### config.mk
export PLATFORM = sky130hd
export DESIGN_NAME = int_vector_ctrl_flat
export DESIGN_NICKNAME = d
export VERILOG_FILES = /design/src/rtl/int_vector_ctrl_if.sv /design/src/rtl/int_vector_ctrl.sv /design/src/flat_wrapper.sv
export SDC_FILE = /design/constraint.sdc
export NUM_CORES = 1
export LEC_CHECK = 0
export BUFFER_PORTS_ARGS = -buffer_cell sky130_fd_sc_hd__buf_2
export CORE_MARGIN = 2
export CORE_UTILIZATION = 30
export DETAILED_ROUTE_END_ITERATION = 10
export GPL_TIMING_DRIVEN = 0
export PLACE_DENSITY = 0.65
export SLEW_MARGIN = 10
export SYNTH_ARGS = -nofsm -noshare
export SYNTH_HDL_FRONTEND = slang
export SYNTH_SLANG_ARGS = --single-unit
export TNS_END_PERCENT = 5
### constraint.sdc
create_clock -name clock -period 1.6 [get_ports clock]
set_clock_uncertainty 0.1 [all_clocks]
set_input_delay 0.32 -clock clock [delete_from_list [all_inputs] [get_ports clock]]
set_output_delay 0.32 -clock clock [all_outputs]
set_load 0.02 [all_outputs]
### src/rtl/int_vector_ctrl_if.sv
// int_vector_ctrl_if: vector-table read port between the interrupt controller and the table memory
interface int_vector_ctrl_if #(
    parameter int ADDR_W = 16,
    parameter int DATA_W = 16
);
    logic              vec_rd_req;
    logic [ADDR_W-1:0] vec_addr;
    logic              vec_rd_ack;
    logic [DATA_W-1:0] vec_rd_data;
    modport master (output vec_rd_req, vec_addr, input vec_rd_ack, vec_rd_data);
    modport slave (input vec_rd_req, vec_addr, output vec_rd_ack, vec_rd_data);
endinterface

### src/rtl/int_vector_ctrl.sv
// int_vector_ctrl: takes a PIC interrupt at an instruction boundary, fetches its vector and dispatches the CPU
module int_vector_ctrl #(
    parameter int                ADDR_W     = 16,
    parameter int                DATA_W     = 16,
    parameter logic [ADDR_W-1:0] VEC_BASE   = '0,
    parameter int                VEC_STRIDE = 2,
    parameter int                TIMEOUT    = 16
) (
    input  logic              clock,
    input  logic              reset,
    input  logic              interrupt,
    input  logic [7:0]        interrupt_type,
    input  logic              ie_set,
    input  logic              ie_clr,
    input  logic              instr_boundary,
    input  logic              iret,
    int_vector_ctrl_if.master vec,
    output logic              pic_clr,
    output logic              cpu_hold,
    output logic              int_take,
    output logic [DATA_W-1:0] int_target,
    output logic              in_service,
    output logic [7:0]        cur_type,
    output logic              ie,
    output logic              vec_err
);
    localparam int CW = $clog2(TIMEOUT);
    typedef enum logic [2:0] {IDLE, WAIT_BND, RD_VEC, DISPATCH, IN_SERVICE} state_t;
    typedef struct packed {
        state_t            st;
        logic [CW-1:0]     cnt;
        logic              pic_clr;
        logic              vec_rd_req;
        logic [ADDR_W-1:0] vec_addr;
        logic              cpu_hold;
        logic              int_take;
        logic [DATA_W-1:0] int_target;
        logic              in_service;
        logic [7:0]        cur_type;
        logic              ie;
        logic              vec_err;
    } regs_t;
    regs_t r, n;
    always_ff @(posedge clock)
        if (reset) r <= '0;
        else r <= n;
    // Every output is a register; n holds the value each one takes at the next edge.
    always_comb begin
        n = r;
        n.pic_clr = 1'b0;
        n.int_take = 1'b0;
        if (!r.in_service) n.ie = ie_clr ? 1'b0 : (ie_set ? 1'b1 : r.ie);
        case (r.st)
            IDLE: if (interrupt && r.ie) n.st = WAIT_BND;
            WAIT_BND:
                if (!r.ie) n.st = IDLE;
                else if (instr_boundary) begin
                    n.st = RD_VEC;
                    n.cur_type = interrupt_type;
                    n.pic_clr = 1'b1;
                    n.cpu_hold = 1'b1;
                    n.vec_addr = VEC_BASE + ADDR_W'(interrupt_type) * ADDR_W'(VEC_STRIDE);
                    n.vec_rd_req = 1'b1;
                    n.cnt = '0;
                end
            RD_VEC:
                if (vec.vec_rd_ack) begin
                    n.st = DISPATCH;
                    n.int_target = vec.vec_rd_data;
                    n.vec_rd_req = 1'b0;
                    n.int_take = 1'b1;
                end else if (r.cnt == CW'(TIMEOUT - 1)) begin
                    n.st = IDLE;
                    n.vec_rd_req = 1'b0;
                    n.cpu_hold = 1'b0;
                    n.vec_err = 1'b1;
                end else n.cnt = r.cnt + 1'b1;
            DISPATCH: begin
                n.st = IN_SERVICE;
                n.cpu_hold = 1'b0;
                n.ie = 1'b0;
                n.in_service = 1'b1;
            end
            IN_SERVICE:
                if (iret) begin
                    n.st = IDLE;
                    n.in_service = 1'b0;
                    n.ie = 1'b1;
                end
            default: n.st = IDLE;
        endcase
    end
    assign pic_clr        = r.pic_clr;
    assign vec.vec_rd_req = r.vec_rd_req;
    assign vec.vec_addr   = r.vec_addr;
    assign cpu_hold       = r.cpu_hold;
    assign int_take       = r.int_take;
    assign int_target     = r.int_target;
    assign in_service     = r.in_service;
    assign cur_type       = r.cur_type;
    assign ie             = r.ie;
    assign vec_err        = r.vec_err;
endmodule
### src/flat_wrapper.sv
// flat-port wrapper written by rule: the top's interface ports become plain ports
module int_vector_ctrl_flat 
#(
    parameter int                ADDR_W     = 16,
    parameter int                DATA_W     = 16,
    parameter logic [ADDR_W-1:0] VEC_BASE   = '0,
    parameter int                VEC_STRIDE = 2,
    parameter int                TIMEOUT    = 16
)
  (clock, reset, interrupt, interrupt_type, ie_set, ie_clr, instr_boundary, iret, pic_clr, cpu_hold, int_take, int_target, in_service, cur_type, ie, vec_err, vec_vec_rd_req, vec_vec_addr, vec_vec_rd_ack, vec_vec_rd_data);
  int_vector_ctrl_if #(.ADDR_W(ADDR_W), .DATA_W(DATA_W)) vec_i ();
  input  logic clock;
  input  logic reset;
  input  logic interrupt;
  input  logic [7:0] interrupt_type;
  input  logic ie_set;
  input  logic ie_clr;
  input  logic instr_boundary;
  input  logic iret;
  output logic pic_clr;
  output logic cpu_hold;
  output logic int_take;
  output logic [DATA_W-1:0] int_target;
  output logic in_service;
  output logic [7:0] cur_type;
  output logic ie;
  output logic vec_err;
  output wire logic [$bits(vec_i.vec_rd_req)-1:0] vec_vec_rd_req;
  output wire logic [$bits(vec_i.vec_addr)-1:0] vec_vec_addr;
  input wire logic [$bits(vec_i.vec_rd_ack)-1:0] vec_vec_rd_ack;
  input wire logic [$bits(vec_i.vec_rd_data)-1:0] vec_vec_rd_data;
  assign vec_vec_rd_req = vec_i.vec_rd_req;
  assign vec_vec_addr = vec_i.vec_addr;
  assign vec_i.vec_rd_ack = vec_vec_rd_ack;
  assign vec_i.vec_rd_data = vec_vec_rd_data;
  int_vector_ctrl #(.ADDR_W(ADDR_W), .DATA_W(DATA_W), .VEC_BASE(VEC_BASE), .VEC_STRIDE(VEC_STRIDE), .TIMEOUT(TIMEOUT)) u_core (.clock(clock), .reset(reset), .interrupt(interrupt), .interrupt_type(interrupt_type), .ie_set(ie_set), .ie_clr(ie_clr), .instr_boundary(instr_boundary), .iret(iret), .vec(vec_i), .pic_clr(pic_clr), .cpu_hold(cpu_hold), .int_take(int_take), .int_target(int_target), .in_service(in_service), .cur_type(cur_type), .ie(ie), .vec_err(vec_err));
endmodule
* Word level (Yosys, flattened, before mapping)
Index checks and enable logic that the tools add are counted.
** Storage, ports and cells
- Register bits :: 38
- Output and inout port bits :: 47
- Logic and storage cells :: 69
** Cells by class
- Equal/unequal tests :: 14
- Muxes and demuxes :: 24
- Bitwise gates (word level) :: 4
- Reductions and logical operators :: 15
- $add $sub $neg :: 1
** Operators by type and width (number)
- two-way mux 26 bit :: 1
- two-way mux 23 bit :: 1
- two-way mux 17 bit :: 1
- two-way mux 3 bit :: 5
- one-hot mux 3 bit (5 select lines) :: 1
- AND reduction 5 bit :: 2
- two-way mux 1 bit :: 8
- two-way mux 4 bit :: 2
- != test 2 bit (second input constant) :: 4
- one-hot mux 4 bit (2 select lines) :: 1
- AND reduction 4 bit :: 2
- equality test 3 x 2 -> 1 bit (second input constant) :: 2
- != test 2 x 1 -> 1 bit (second input constant) :: 3
- one-hot mux 1 bit (2 select lines) :: 3
- AND reduction 3 bit :: 2
- adder 4 x 1 -> 4 bit (second input constant) :: 1
- equality test 4 bit (second input constant) :: 1
- inverter 1 bit :: 4
- AND reduction 2 bit :: 2
- nonzero test 2 bit :: 2
- equality test 3 x 1 -> 1 bit (second input constant) :: 1
- equality test 3 bit (second input constant) :: 1
- logical NOT 3 bit :: 1
- != test 3 x 2 -> 1 bit (second input constant) :: 1
- other kinds (6) :: 6

* Depth between registers and ports, before layout
- Depth in word-level cells :: 5
- Mapped depth :: 7
- Gate-level depth less buffers :: 5

* Least setup slack after synthesis
Ideal clock, no wire load.
- Path type :: register -> register
- Start :: register u_core.r[47] (netlist name)
- End :: register u_core.r[49] (netlist name)
- Arrival :: 1.233 ns
- Library setup time :: 0.132 ns
- Required time :: 1.368 ns
- Stages on the path, launching flop included :: 6
- Period minus slack after synthesis :: 1.466 ns
- Slack :: 0.134 ns
- Path through :: dfxtp_1 ha_1 a31oi_1 a22oi_1 o21ai_0 a21oi_1
** On the way
- Word-level cells in the longest chain between the ends :: 4
- Elaborated cells between the ends (all ways) :: 7
** RTL lines
- start, declared :: RTL line int_vector_ctrl.sv:43 : regs_t r, n;
- start signal, assigned :: RTL line int_vector_ctrl.sv:46 : else r <= n;
- adder 4 x 1 -> 4 bit :: RTL line int_vector_ctrl.sv:77 : end else n.cnt = r.cnt + 1'b1;
- two-way mux 4 bit :: RTL line int_vector_ctrl.sv:72 : end else if (r.cnt == CW'(TIMEOUT - 1)) begin
- two-way mux 4 bit :: RTL line int_vector_ctrl.sv:67 : if (vec.vec_rd_ack) begin
- one-hot mux 4 bit (2 select lines) :: RTL line int_vector_ctrl.sv:53 : case (r.st)
Several ways; a longest one is shown, not always the timed one. The select of a mux whose other input is x is not followed.
A chain may end at the register's enable or synchronous reset.

* Worst setup path after layout
Ends and elaborated chain as after synthesis.

==> flow_metrics.env <==
export IMPL_synth_top_area_cell="dfxtp_1"
export IMPL_drive_gt1_share_pct=45.1
export IMPL_fmax_mhz=645
export IMPL_yosys_register_bits=38
export IMPL_min_delay_start="vec_vec_rd_data[8]"
export IMPL_synth_avg_cell_area_sq_um=8.09
export IMPL_post_route_period_util_pct=96.9
export IMPL_dpl_hpwl_um=2940
export IMPL_drtAntennaViolNets=0
export IMPL_outcome="finished clean"
export IMPL_die_area_sq_um=6650
export IMPL_grt_pass1_vias=1358
export IMPL_yosysWarnings=0
export IMPL_end_kind="flip-flop"
export IMPL_area_growth_syn_to_layout_pct=34.0
export IMPL_nets=342
export IMPL_postSynth_asyncResetShare_pct=0
export IMPL_drt_iter0_drc=41
export IMPL_setup_viol=0
export IMPL_wl_per_cell_um=10.3
export IMPL_drt_total_wl_um=3950
export IMPL_grt_max_degree=11
export IMPL_power_leakage_nw=1.15
export IMPL_initial_core_util_pct=30.8
export IMPL_gr_total_overflow=0
export IMPL_hp_class="input pin to flip-flop"
export IMPL_required_ns=1.65
export IMPL_portBuffers=70
export IMPL_max_cap_violations=0
export IMPL_worst_setup_path_type="flip-flop to flip-flop"
export IMPL_crit_arrival_ns=1.61
export IMPL_grt_pass1_wl_um=6000
export IMPL_hold_viol_final=0
export IMPL_fp_row_count=28
export IMPL_finalWeightedCongestion=0.762
export IMPL_dr_pass1_iters=4
export IMPL_fin_ws_ns=0.0490
export IMPL_endpoint="u_core.r[49]"
export IMPL_netlist_instances=223
export IMPL_synth_edff_count=0
export IMPL_clock_path_buffers=2
export IMPL_io_pin_count=79
export IMPL_drc=0
export IMPL_critical_path_max_fanout=5
export IMPL_yosysUniqueCellTypes=34
export IMPL_holdBufCountCts=0
export IMPL_placed_area_sq_um=2270
export IMPL_slew_headroom_pct=63.6
export IMPL_critPathLaunch="u_core.r[47]"
export IMPL_htree_levels=2
export IMPL_clk_latency_ns=0.28
export IMPL_period_minus_slack_ns=1.55
export IMPL_worst_slew_pin_slew_ns=0.546
export IMPL_synth_area_leaders="dfxtp_1 42%, buf_4 18%, nand2_1 11%"
export IMPL_vias=1604
export IMPL_final_cell_area_sq_um=2420
export IMPL_cts_buffers=5
export IMPL_cts_sink_count=38
export IMPL_syn_cell_area_sq_um=1800
export IMPL_fin_tns_setup_ns=0
export IMPL_vdd_drop_max_v=0.000296
export IMPL_antenna_found_initial=0
export IMPL_synth_ff_type="dfxtp_1"
export IMPL_die_height_um=81.6
export IMPL_clk_pin_slew_worst_paths_ns=0.07
export IMPL_total_power_mw=1.77
export IMPL_slew_viol_final=0
export IMPL_p_per_area_nw_per_um2=731
export IMPL_rsz0062_at_grt="true"
export IMPL_core_area_sq_um=5850
export IMPL_root_buffer="clkbuf_8"
export IMPL_yosysTopAreaCellShare_pct=42.2
export IMPL_reg2reg_from="u_core.r[47]"
export IMPL_cp_start_kind="flip-flop"
export IMPL_rrSetupSlack_ns=0.05
export IMPL_cts_tree="built"
export IMPL_worstRegToRegCells=5
export IMPL_grt_usage_pct=11.9
export IMPL_num_antenna_cells=0
export IMPL_timing_rr_end="u_core.r[49]"
export IMPL_yosysSeqAreaShare_pct=42.2
export IMPL_drt_vias_per_instance=4.19
export IMPL_pre_cts_ws_ns=-0.0923
export IMPL_die_w_um=81.6
==> layout make-up <==
cell class / instances / area (sq um)
buffer: 51 / 390
tap: 75 / 93.8
inverter: 2 / 7.51
multi-input combinational: 139 / 716
timing repair buffer: 72 / 365
fill: 608 / 3430
clock buffer: 6 / 82.6
sequential: 38 / 763
==> metal layers <==
metal  vias to the layer above  part of all wire [%]  track usage (%)
met1                       697                    44             13.8
met5                         -                     0                0
met2                        49                    47             20.1
met4                         0                   2.1             5.59
li1                        852                     -                -
met3                         6                   6.6             3.30
==> report_power, final <==
group,total (mW),internal [mW],switching (mW),leakage (nW)
sequential,0.961,0.954,0.00699,0.308
combinational,0.167,0.0744,0.0925,0.800
clock,0.641,0.332,0.309,0.0431
==> worst min path at each step <==
stage / end / slack [ns] / cells past startpoint
after CTS: u_core.int_target[1] / 0.16 / 3
after floorplan: u_core.int_target[0] / 0.34 / 2
after global routing: u_core.int_target[4] / 0.15 / 3
final: u_core.int_target[8] / 0.17 / 3
after global placement: u_core.int_target[4] / 0.34 / 2
after detailed placement: u_core.int_target[9] / 0.35 / 2
==> critical path, stage by stage (launching register included) <==
cell	delay [ns]
dfxtp_1	0.33
ha_1	0.25
a31oi_2	0.34
a22oi_2	0.14
o21ai_0	0.18
a21oi_1	0.08
==> cells in the mapped netlist (2+ instances only) <==
master     n
o21ai_0    3
nor2b_1    3
a21oi_2    3
and2_1     2
nand3_1    2
a21oi_1   31
nand2_1   54
dfxtp_1   38
a31oi_1    2
nand2b_1   2
clkbuf_1   3
o22ai_1    2
buf_6      2
inv_1      2
nor2_1    11
nor3_1     2
buf_4     44
==> through the flow <==
stage / utilization (%) / hold slack (ns) / std cells
3_3_place_gp: 38.9 / 0.343 / 375
3_5_place_dp: 38.9 / 0.348 / 375
6_report: 41.3 / 0.168 / 383
4_1_cts: 40.6 / 0.156 / 381
5_1_grt: 41.3 / 0.149 / 383
2_1_floorplan: - / 0.337 / 230
==> placed cells by master (no fill, tap or decap), types with 3 or more instances in the layout <==
master | netlist | layout
buf_2 | 1 | 70
nand2_1 | 54 | 53
buf_4 | 44 | 44
dfxtp_1 | 38 | 36
a21oi_1 | 31 | 29
nor2_1 | 11 | 11
conb_1 | 1 | 8
clkbuf_8 | 0 | 6
a21oi_2 | 3 | 5
buf_6 | 2 | 4
clkbuf_1 | 3 | 3
o21ai_0 | 3 | 3
==> flip-flops by register name (all words and copies together) (netlist names) <==
signal                 cells
u_core.ie                  1
u_core.r                   7
u_core.pic_clr             1
u_core.int_target         16
u_core.vec_err             1
u_core.cpu_hold            1
u_core.in_service          1
u_core.int_take            1
u_core.vec.vec_addr        8
u_core.vec.vec_rd_req      1
==> timing repair <==
action / 4_1_cts / 5_1_grt
pin swaps: 0 / 1
buffers inserted: 0 / 2
resized for setup: 6 / 8
endpoints found under the setup margin: 20 / 25
==> cells by family (layout without fill, tap and decap cells) <==
family / Yosys count / in the layout / synth area share, %
adder cells (fa/ha/maj): 1 / 1 / 0.693
buffers and inverters: 53 / 131 / 21.1
AND/OR/NAND/NOR: 85 / 85 / 21.8
flip-flops: 38 / 38 / 42.2
AO/OA/AOI/OAI: 45 / 45 / 14.0
other: 1 / 8 / 0.208
(Power assumes the default switching activity.)
